File: src/rtl/pdm_capture_sequencer.sv
// PDM microphone capture sequencer: warm-up discard, 16-bit packing, FWFT FIFO hand-off.
// Define PDM_DENSITY_EN to push the ones-count of each word instead of the raw bits.
module pdm_capture_sequencer #(
  parameter int FIFO_DEPTH    = 8,
  parameter int WARMUP_FRAMES = 4,
  parameter int NUM_FRAMES    = 0
) (
  input  logic        clk_2MHz,
  input  logic        btnRST,
  input  logic        start,
  input  logic        stop,
  input  logic        micDataPDM_wire,
  output logic        micEN,
  output logic [15:0] aud_data,
  output logic        aud_valid,
  input  logic        aud_ready,
  output logic        busy,
  output logic [1:0]  state_o,
  output logic        overflow,
  output logic [15:0] frame_cnt
);

  localparam int              AddrW     = $clog2(FIFO_DEPTH);
  localparam logic [AddrW:0]  FullCount = FIFO_DEPTH[AddrW:0];
  localparam logic [15:0]     WarmLast  = (WARMUP_FRAMES > 0) ? 16'(WARMUP_FRAMES - 1) : 16'd0;
  localparam logic [15:0]     FrameStop = 16'(NUM_FRAMES);

  typedef enum logic [1:0] {
    IDLE    = 2'd0,
    WARMUP  = 2'd1,
    CAPTURE = 2'd2,
    DRAIN   = 2'd3
  } seqState_t;

  seqState_t      state;
  logic [3:0]     bitCnt;
  logic [15:0]    shiftReg;
  logic [15:0]    warmCnt;

  logic [15:0]    fifoMem [FIFO_DEPTH];
  logic [AddrW-1:0] wrPtr;
  logic [AddrW-1:0] rdPtr;
  logic [AddrW:0]   fifoCount;

  logic           packing;
  logic           wordDone;
  logic           fifoEmpty;
  logic           fifoFull;
  logic           doPop;
  logic           doPush;
  logic [15:0]    rawWord;
  logic [15:0]    pushWord;
  logic [15:0]    frameNext;

  assign packing   = (state == WARMUP) || (state == CAPTURE);
  assign rawWord   = {shiftReg[14:0], micDataPDM_wire};
  assign wordDone  = packing && (bitCnt == 4'd15);
  assign fifoEmpty = (fifoCount == '0);
  assign fifoFull  = (fifoCount == FullCount);
  assign doPop     = !fifoEmpty && aud_ready;
  // A full FIFO still accepts a word when the consumer frees a slot in the same cycle.
  assign doPush    = wordDone && (state == CAPTURE) && (!fifoFull || doPop);
  assign frameNext = (frame_cnt == 16'hFFFF) ? frame_cnt : frame_cnt + 16'd1;

`ifdef PDM_DENSITY_EN
  // NOTE: always_comb variables get a default before the loop so no latch is inferred.
  always_comb begin
    pushWord = '0;
    for (int i = 0; i < 16; i++) begin
      pushWord = pushWord + {15'd0, rawWord[i]};
    end
  end
`else
  assign pushWord = rawWord;
`endif

  // NOTE: sequential state uses non-blocking assignments so every register samples pre-edge values.
  always_ff @(posedge clk_2MHz) begin
    if (!btnRST) begin
      state     <= IDLE;
      micEN     <= 1'b0;
      busy      <= 1'b0;
      overflow  <= 1'b0;
      frame_cnt <= '0;
      bitCnt    <= '0;
      shiftReg  <= '0;
      warmCnt   <= '0;
    end else begin
      if (packing) begin
        shiftReg <= rawWord;
        bitCnt   <= bitCnt + 4'd1;
      end
      case (state)
        IDLE: begin
          if (start) begin
            bitCnt    <= '0;
            shiftReg  <= '0;
            warmCnt   <= '0;
            overflow  <= 1'b0;
            frame_cnt <= '0;
            micEN     <= 1'b1;
            busy      <= 1'b1;
            state     <= (WARMUP_FRAMES == 0) ? CAPTURE : WARMUP;
          end
        end
        WARMUP: begin
          if (wordDone) warmCnt <= warmCnt + 16'd1;
          if (stop) begin
            state <= DRAIN;
            micEN <= 1'b0;
          end else if (wordDone && (warmCnt == WarmLast)) begin
            state <= CAPTURE;
          end
        end
        CAPTURE: begin
          if (wordDone) begin
            frame_cnt <= frameNext;
            if (!doPush) overflow <= 1'b1;
          end
          if (stop || (wordDone && (NUM_FRAMES != 0) && (frameNext == FrameStop))) begin
            state <= DRAIN;
            micEN <= 1'b0;
          end
        end
        DRAIN: begin
          if (fifoEmpty) begin
            state <= IDLE;
            busy  <= 1'b0;
          end
        end
        default: state <= IDLE;
      endcase
    end
  end

  always_ff @(posedge clk_2MHz) begin
    if (!btnRST) begin
      wrPtr     <= '0;
      rdPtr     <= '0;
      fifoCount <= '0;
    end else begin
      if (doPush) wrPtr <= wrPtr + 1'b1;
      if (doPop)  rdPtr <= rdPtr + 1'b1;
      case ({doPush, doPop})
        2'b10:   fifoCount <= fifoCount + 1'b1;
        2'b01:   fifoCount <= fifoCount - 1'b1;
        default: fifoCount <= fifoCount;
      endcase
    end
  end

  // NOTE: storage is not reset; the head is masked while empty so stale entries never reach aud_data.
  always_ff @(posedge clk_2MHz) begin
    if (doPush) fifoMem[wrPtr] <= pushWord;
  end

  assign aud_valid = !fifoEmpty;
  assign aud_data  = fifoEmpty ? 16'd0 : fifoMem[rdPtr];
  assign state_o   = state;

endmodule

File: config.mk
export PLATFORM = sky130hd
export DESIGN_NAME = pdm_capture_sequencer
export DESIGN_NICKNAME = d
export VERILOG_FILES = /design/src/rtl/pdm_capture_sequencer.sv
export SDC_FILE = /design/constraint.sdc
export NUM_CORES = 1
export LEC_CHECK = 0
export ABC_AREA = 1
export CAP_MARGIN = 20
export CORE_MARGIN = 2
export CORE_UTILIZATION = 50
export DETAILED_ROUTE_END_ITERATION = 16
export PLACE_DENSITY = 0.71
export SLEW_MARGIN = 20
export SYNTH_ARGS = -nofsm -noshare
export SYNTH_HDL_FRONTEND = slang
export SYNTH_SLANG_ARGS = --single-unit
File: constraint.sdc
create_clock -name clk_2MHz -period 3.92 [get_ports clk_2MHz]
set_clock_uncertainty 0.1 [all_clocks]
set_input_delay 0.784 -clock clk_2MHz [delete_from_list [all_inputs] [get_ports clk_2MHz]]
set_output_delay 0.784 -clock clk_2MHz [all_outputs]
set_load 0.02 [all_outputs]
Word-level counts from Yosys, hierarchy flattened
Memories as Yosys holds them, arrays and structs flattened. A register that Yosys moved wholly into a read port is not among the register bits.
Index checks and enable logic that the tools add are counted.
{"block": "classes", "n_div": 0, "bitwise_logic": 0, "n_eq_ne": 18, "n_lt_le_gt_ge": 0, "reduce_logical": 23, "mul": 0, "add_sub_neg": 7, "muxes": 33, "shift": 0}
{"operator": "16-bit 2-to-1 mux", "count": 8}
{"operator": "16-bit one-hot mux with 2 select lines", "count": 2}
{"operator": "16-bit by 1-bit adder with 16-bit output, second input constant", "count": 2}
{"operator": "16-bit equality test, second input constant", "count": 1}
{"operator": "16-bit by 2-bit equality test with 1-bit output, second input constant", "count": 1}
{"operator": "2-bit inequality test, second input constant", "count": 7}
{"operator": "4-bit 2-to-1 mux", "count": 3}
{"operator": "4-bit AND reduction", "count": 3}
{"operator": "2-bit 2-to-1 mux", "count": 5}
{"operator": "2-bit nonzero test", "count": 5}
{"operator": "3-bit AND reduction", "count": 3}
{"operator": "4-bit by 1-bit adder with 4-bit output, second input constant", "count": 2}
{"operator": "4-bit equality test, second input constant", "count": 2}
{"operator": "1-bit 2-to-1 mux", "count": 8}
{"operator": "2-bit one-hot mux with 4 select lines", "count": 1}
{"operator": "4-bit one-hot mux with 2 select lines", "count": 1}
{"operator": "3-bit by 1-bit adder with 3-bit output, second input constant", "count": 2}
{"operator": "2-bit equality test, second input constant", "count": 3}
{"operator": "3-bit 2-to-1 mux", "count": 2}
{"operator": "1-bit one-hot mux with 2 select lines", "count": 3}
{"operator": "1-bit logical AND", "count": 5}
{"operator": "2-bit by 1-bit equality test with 1-bit output, second input constant", "count": 2}
{"operator": "4-bit zero test", "count": 1}
{"operator": "4-bit by 1-bit subtractor with 4-bit output, second input constant", "count": 1}
{"operator": "6 further kinds", "count": 8}
{"block": "word_totals", "n_memories": 1, "latchBits": 0, "inputBits": 6, "ff_bits": 67, "wordCells": 93, "output_inout_bits": 38, "rom_bits": 0, "mem_bits_rw": 128}
{"name": "fifoMem", "depth": 8, "word_bits": 16, "read_ports": 1, "rd_clocked_by_memory_dff": 1, "wr": 1, "line": "40", "text": "logic [15:0] fifoMem [FIFO_DEPTH];"}

Depth between registers and ports, before layout
{"block": "depth", "depth_word": 8, "mapped_depth": 17, "mapped_depth_nobuf": 17}

Least setup slack after synthesis
Ideal clock, no wire load.
{"block": "synth_timing", "path_type": "flip-flop to flip-flop", "startpoint": "register state[0] (netlist: state_o[0])", "endpoint": "memory fifoMem[0][0], enable pin", "setup_time_ns": 0.409, "synth_period_minus_slack_ns": 3.215, "required_time_ns": 3.411, "path_slack_ns": 0.705, "stages_incl_launch_ff": 8, "t_arrival_ns": 2.705, "n_path_buf": 0, "path_cell_list": "dfxtp_1 inv_1 ha_1 nand4_1 nor2_1 o21ai_1 or2_1 nor3_1"}
{"block": "synth_via", "elab_chain_len": 7, "word_cells_on_any_way": 8, "cone_classes": "eq/ne: 2; mux: 2; reduce/logical: 4"}
{"element": "start, declared", "line": "35", "text": "seqState_t state;"}
{"element": "start signal, assigned", "line": "103", "text": "state <= (WARMUP_FRAMES == 0) ? CAPTURE : WARMUP;"}
{"element": "2-bit by 1-bit equality test with 1-bit output or 2-bit equality test (tied branches)", "line": "55, 62"}
{"element": "1-bit logical OR", "line": "55", "text": "assign packing = (state == WARMUP) || (state == CAPTURE);"}
{"element": "1-bit logical AND", "line": "57", "text": "assign wordDone = packing && (bitCnt == 4'd15);"}
{"element": "1-bit logical AND * (2 in series)", "line": "62", "text": "assign doPush = wordDone && (state == CAPTURE) && (!fifoFull || doPop);"}
{"element": "1-bit 2-to-1 mux *", "line": "154", "text": "if (doPush) fifoMem[wrPtr] <= pushWord;"}
{"element": "1-bit 2-to-1 mux (implied by the code) *", "line": "154"}
{"element": "end, declared", "line": "40"}
Mark *: on every way between the ends. The rest lies on a longest branch, timed or not.

==> run metrics <==
status=finished, final reports clean; syn avg cell area=9.438 um2; Ports=44; total track usage=20.05%; Worst VDD drop=0.4481 mV; hold buffer count at cts=0; P_leak=0.003442 uW; CTS tree=built; crit end category=output port; die height=134.3 um; CTS clk-pin slew, worst paths=70 ps; Syn Inst Count=900; initial antenna violation count=0; setup_tns=0 ps; relative slew slack=48.56%; compound-gate portion of the synthesized area=11.81%; Hold Path Cell Cnt=2; worst hold endpoint=busy; Filler Cells Inserted=1382; CTS Sinks=197; P_sw=1502 uW; CP Cell Sequence=buf_4 > nor2_1 > nor2_1 > o21ai_0 > o21ai_0 > o21ai_0 > a31oi_1 > clkdlybuf4s50_1; Inserted Clock Buffers=17; Async SR Flop Fraction=0%; most frequent CP cell=o21ai_0; Rows=47; R2R setup slack=1030 ps; Post-CTS Resized=0; post-synth cell types=38; Hold WS=369.2 ps; post-synthesis sequential area ratio=61.51%; clock root cell=clkbuf_16; GP Congestion=0.8388; Final setup viols=0; Reg power frac=46.5%; utilization after layout=59.11%; H-tree depth=4; clock buffer depth=2; fin crit period=3630 ps; CP max stage delay=640 ps; Worst-Skew Late Latency=430 ps; power per standard cell area=505.4 nW/um2; sw frac=30.31%; largest family of logic cells by synthesized area=simple AND/OR/NAND/NOR gates; Final Hold Vio Count=0; synth top area cells=edfxtp_1 45%, dfxtp_1 16%, nor2_1 7.9%; Adder-Cell Fraction of Synth Area=1.856%; Final Max Slew Viols=0; P_int=3452 uW; post-synthesis mux area share=0%; Worst R2R Start=state_o[0]; Worst R2R Path Depth=17; Clock power frac=34.3%; unrepaired setup endpoints after global routing=no; Worst Path Class, Setup=register to output port; area leader, netlist=edfxtp_1; Comb power frac=19.1%; Yosys top cell area share=45.25%; largest net degree at the start of global routing=30; die width=134.3 um; pre-CTS setup slack=762.7 ps; mapped cell area=8494 um2; Detail Route Antenna Nets=0; max frequency=275.5 MHz; critical path's slowest cell=clkdlybuf4s50_1; Synth Area in Simple Gates=19.43%; layout cells sized above 1=8.429%; Reg-to-Reg End=fifoCount[3]; WL/cell=14.60 um; Post-synth EDFFs=128; WP data arrival=2750 ps; most frequent cell after synthesis=nor2_1; P&R area growth vs syn=15.39%; Final Instance Area=9802 um2; Initial Util=51.22%; XOR/XNOR Fraction of Synth Area=0.6186%; critical path startpoint category=register; total grt overflow=0; I/O Buffers=43; top_reg_cell synth=edfxtp_1; Vias=6175; CP required=3040 ps; hold crit path type=register to register; Slew @ Worst Pin=769.7 ps; syn_nets=918; Ys Warns=0; Min-Delay Startpoint=busy; first-pass GRT wire length=28.19 mm; MaxCap Viol Count=0; # diodes=0; 1st-iter DRT viols=433; FF+latch count, synth=197; Total Die Area=18050 um2; final worst setup slack=289.8 ps; most frequent cells after synthesis=179 x nor2_1, 142 x nand2_1, 128 x edfxtp_1, 101 x o21ai_0, 69 x dfxtp_1; Via-to-Cell Ratio=5.229; Placeable Area=16580 um2; drt total wl=17.25 mm; Final #Nets=966; vias in the first global route=5668; hpwl dp=11.08 mm; worst-path fanout max=27; final period utilization=92.61%; Remaining DRCs=0; setup bufs post-CTS=0; DR pass1 iterations=5; Placement Cell Area=9218 um2
==> power by group through the flow <==
stage	Clock [uW]	Combinational [uW]	Sequential (uW)
floorplan	0	663	2380
global placement	0	938	2350
detailed placement	0	947	2350
CTS	1730	953	2310
global route	1810	1060	2310
finish	1700	949	2310
==> layout make-up <==
class,count,area (um2),share of cell area (%)
clock inverter,13,141.4,1.442
sequential,197,5226,53.32
timing repair buffer,64,588.1,5.999
multi-input combinational,603,2884,29.42
tap,220,275.3,2.808
clock buffer,19,442.9,4.519
inverter,65,244.0,2.489
==> worst max-delay path: cells and delay by family, from the launching register on <==
family / cells / cell delay, ps
AOI/OAI and AO/OA: 4 / 530
and+or+nand+nor: 2 / 170
buffers and inverters: 2 / 990
DFF: 1 / 610
==> metrics by stage <==
stage | power (uW) | cells
3_5_place_dp | 3298 | 1149
6_report | 4954 | 1181
4_1_cts | 4984 | 1181
5_1_grt | 5180 | 1181
3_3_place_gp | 3289 | 1149
2_1_floorplan | 3038 | 900
==> routing by layer <==
layer	part of all wire, %	track usage, %	up-vias
met2	47	32.54	164
met1	46	27.48	2835
met5	0	0	-
met4	1.5	7.076	0
li1	-	-	3156
met3	5.0	3.288	20
==> registers in the layout, summed over array words and instances (netlist names), named ones only <==
name and count:
rdPtr 3, wrPtr 3, fifoMem 128, bitCnt 4, state_o 2, micEN 1
frame_cnt 16, overflow 1, shiftReg 15, busy 1, warmCnt 16, fifoCount 4
==> cell usage in the layout (no fill, tap or decap), types with 2 or more instances in the layout <==
cell and instances:
nor2_1 179, nand2_1 142, edfxtp_1 128, o21ai_0 101, dfxtp_1 68, inv_1 56
a21oi_1 50, clkdlybuf4s50_1 43, nand3_1 37, buf_4 21, a31oi_1 17, clkbuf_16 17
nand4_1 12, ha_1 11, nor2_2 8, inv_2 8, nor3_1 7, o21ai_1 6
clkinv_4 5, nor3_2 4, xnor2_1 3, nor3b_1 3, xor2_1 3, inv_8 3
inv_6 3, a21oi_4 2, nand3_2 2, a211oi_1 2, nand2_2 2, o31ai_1 2
o21a_1 2
==> worst max path at each step <==
stage / startpoint / end / slack (ps) / cells past startpoint
after floorplan: state_o[0] / fifoMem[0][0] / 710 / 7
after global placement: register / aud_data[2] / 830 / 7
after detailed placement: register / aud_data[2] / 760 / 7
after CTS: register / aud_data[1] / 280 / 8
after global routing: register / aud_data[2] / 130 / 7
final: register / aud_data[1] / 290 / 8
==> logic make-up (layout without fill, tap and decap cells) <==
| logic type | count (synthesis) | after routing |
|---|---|---|
| compound gates | 186 | 186 |
| fa+ha+maj | 12 | 12 |
| xor+xnor | 6 | 6 |
| flops | 197 | 197 |
| simple gates | 399 | 399 |
| buf+inv | 100 | 161 |
Power figures use the tool's default switching activity.
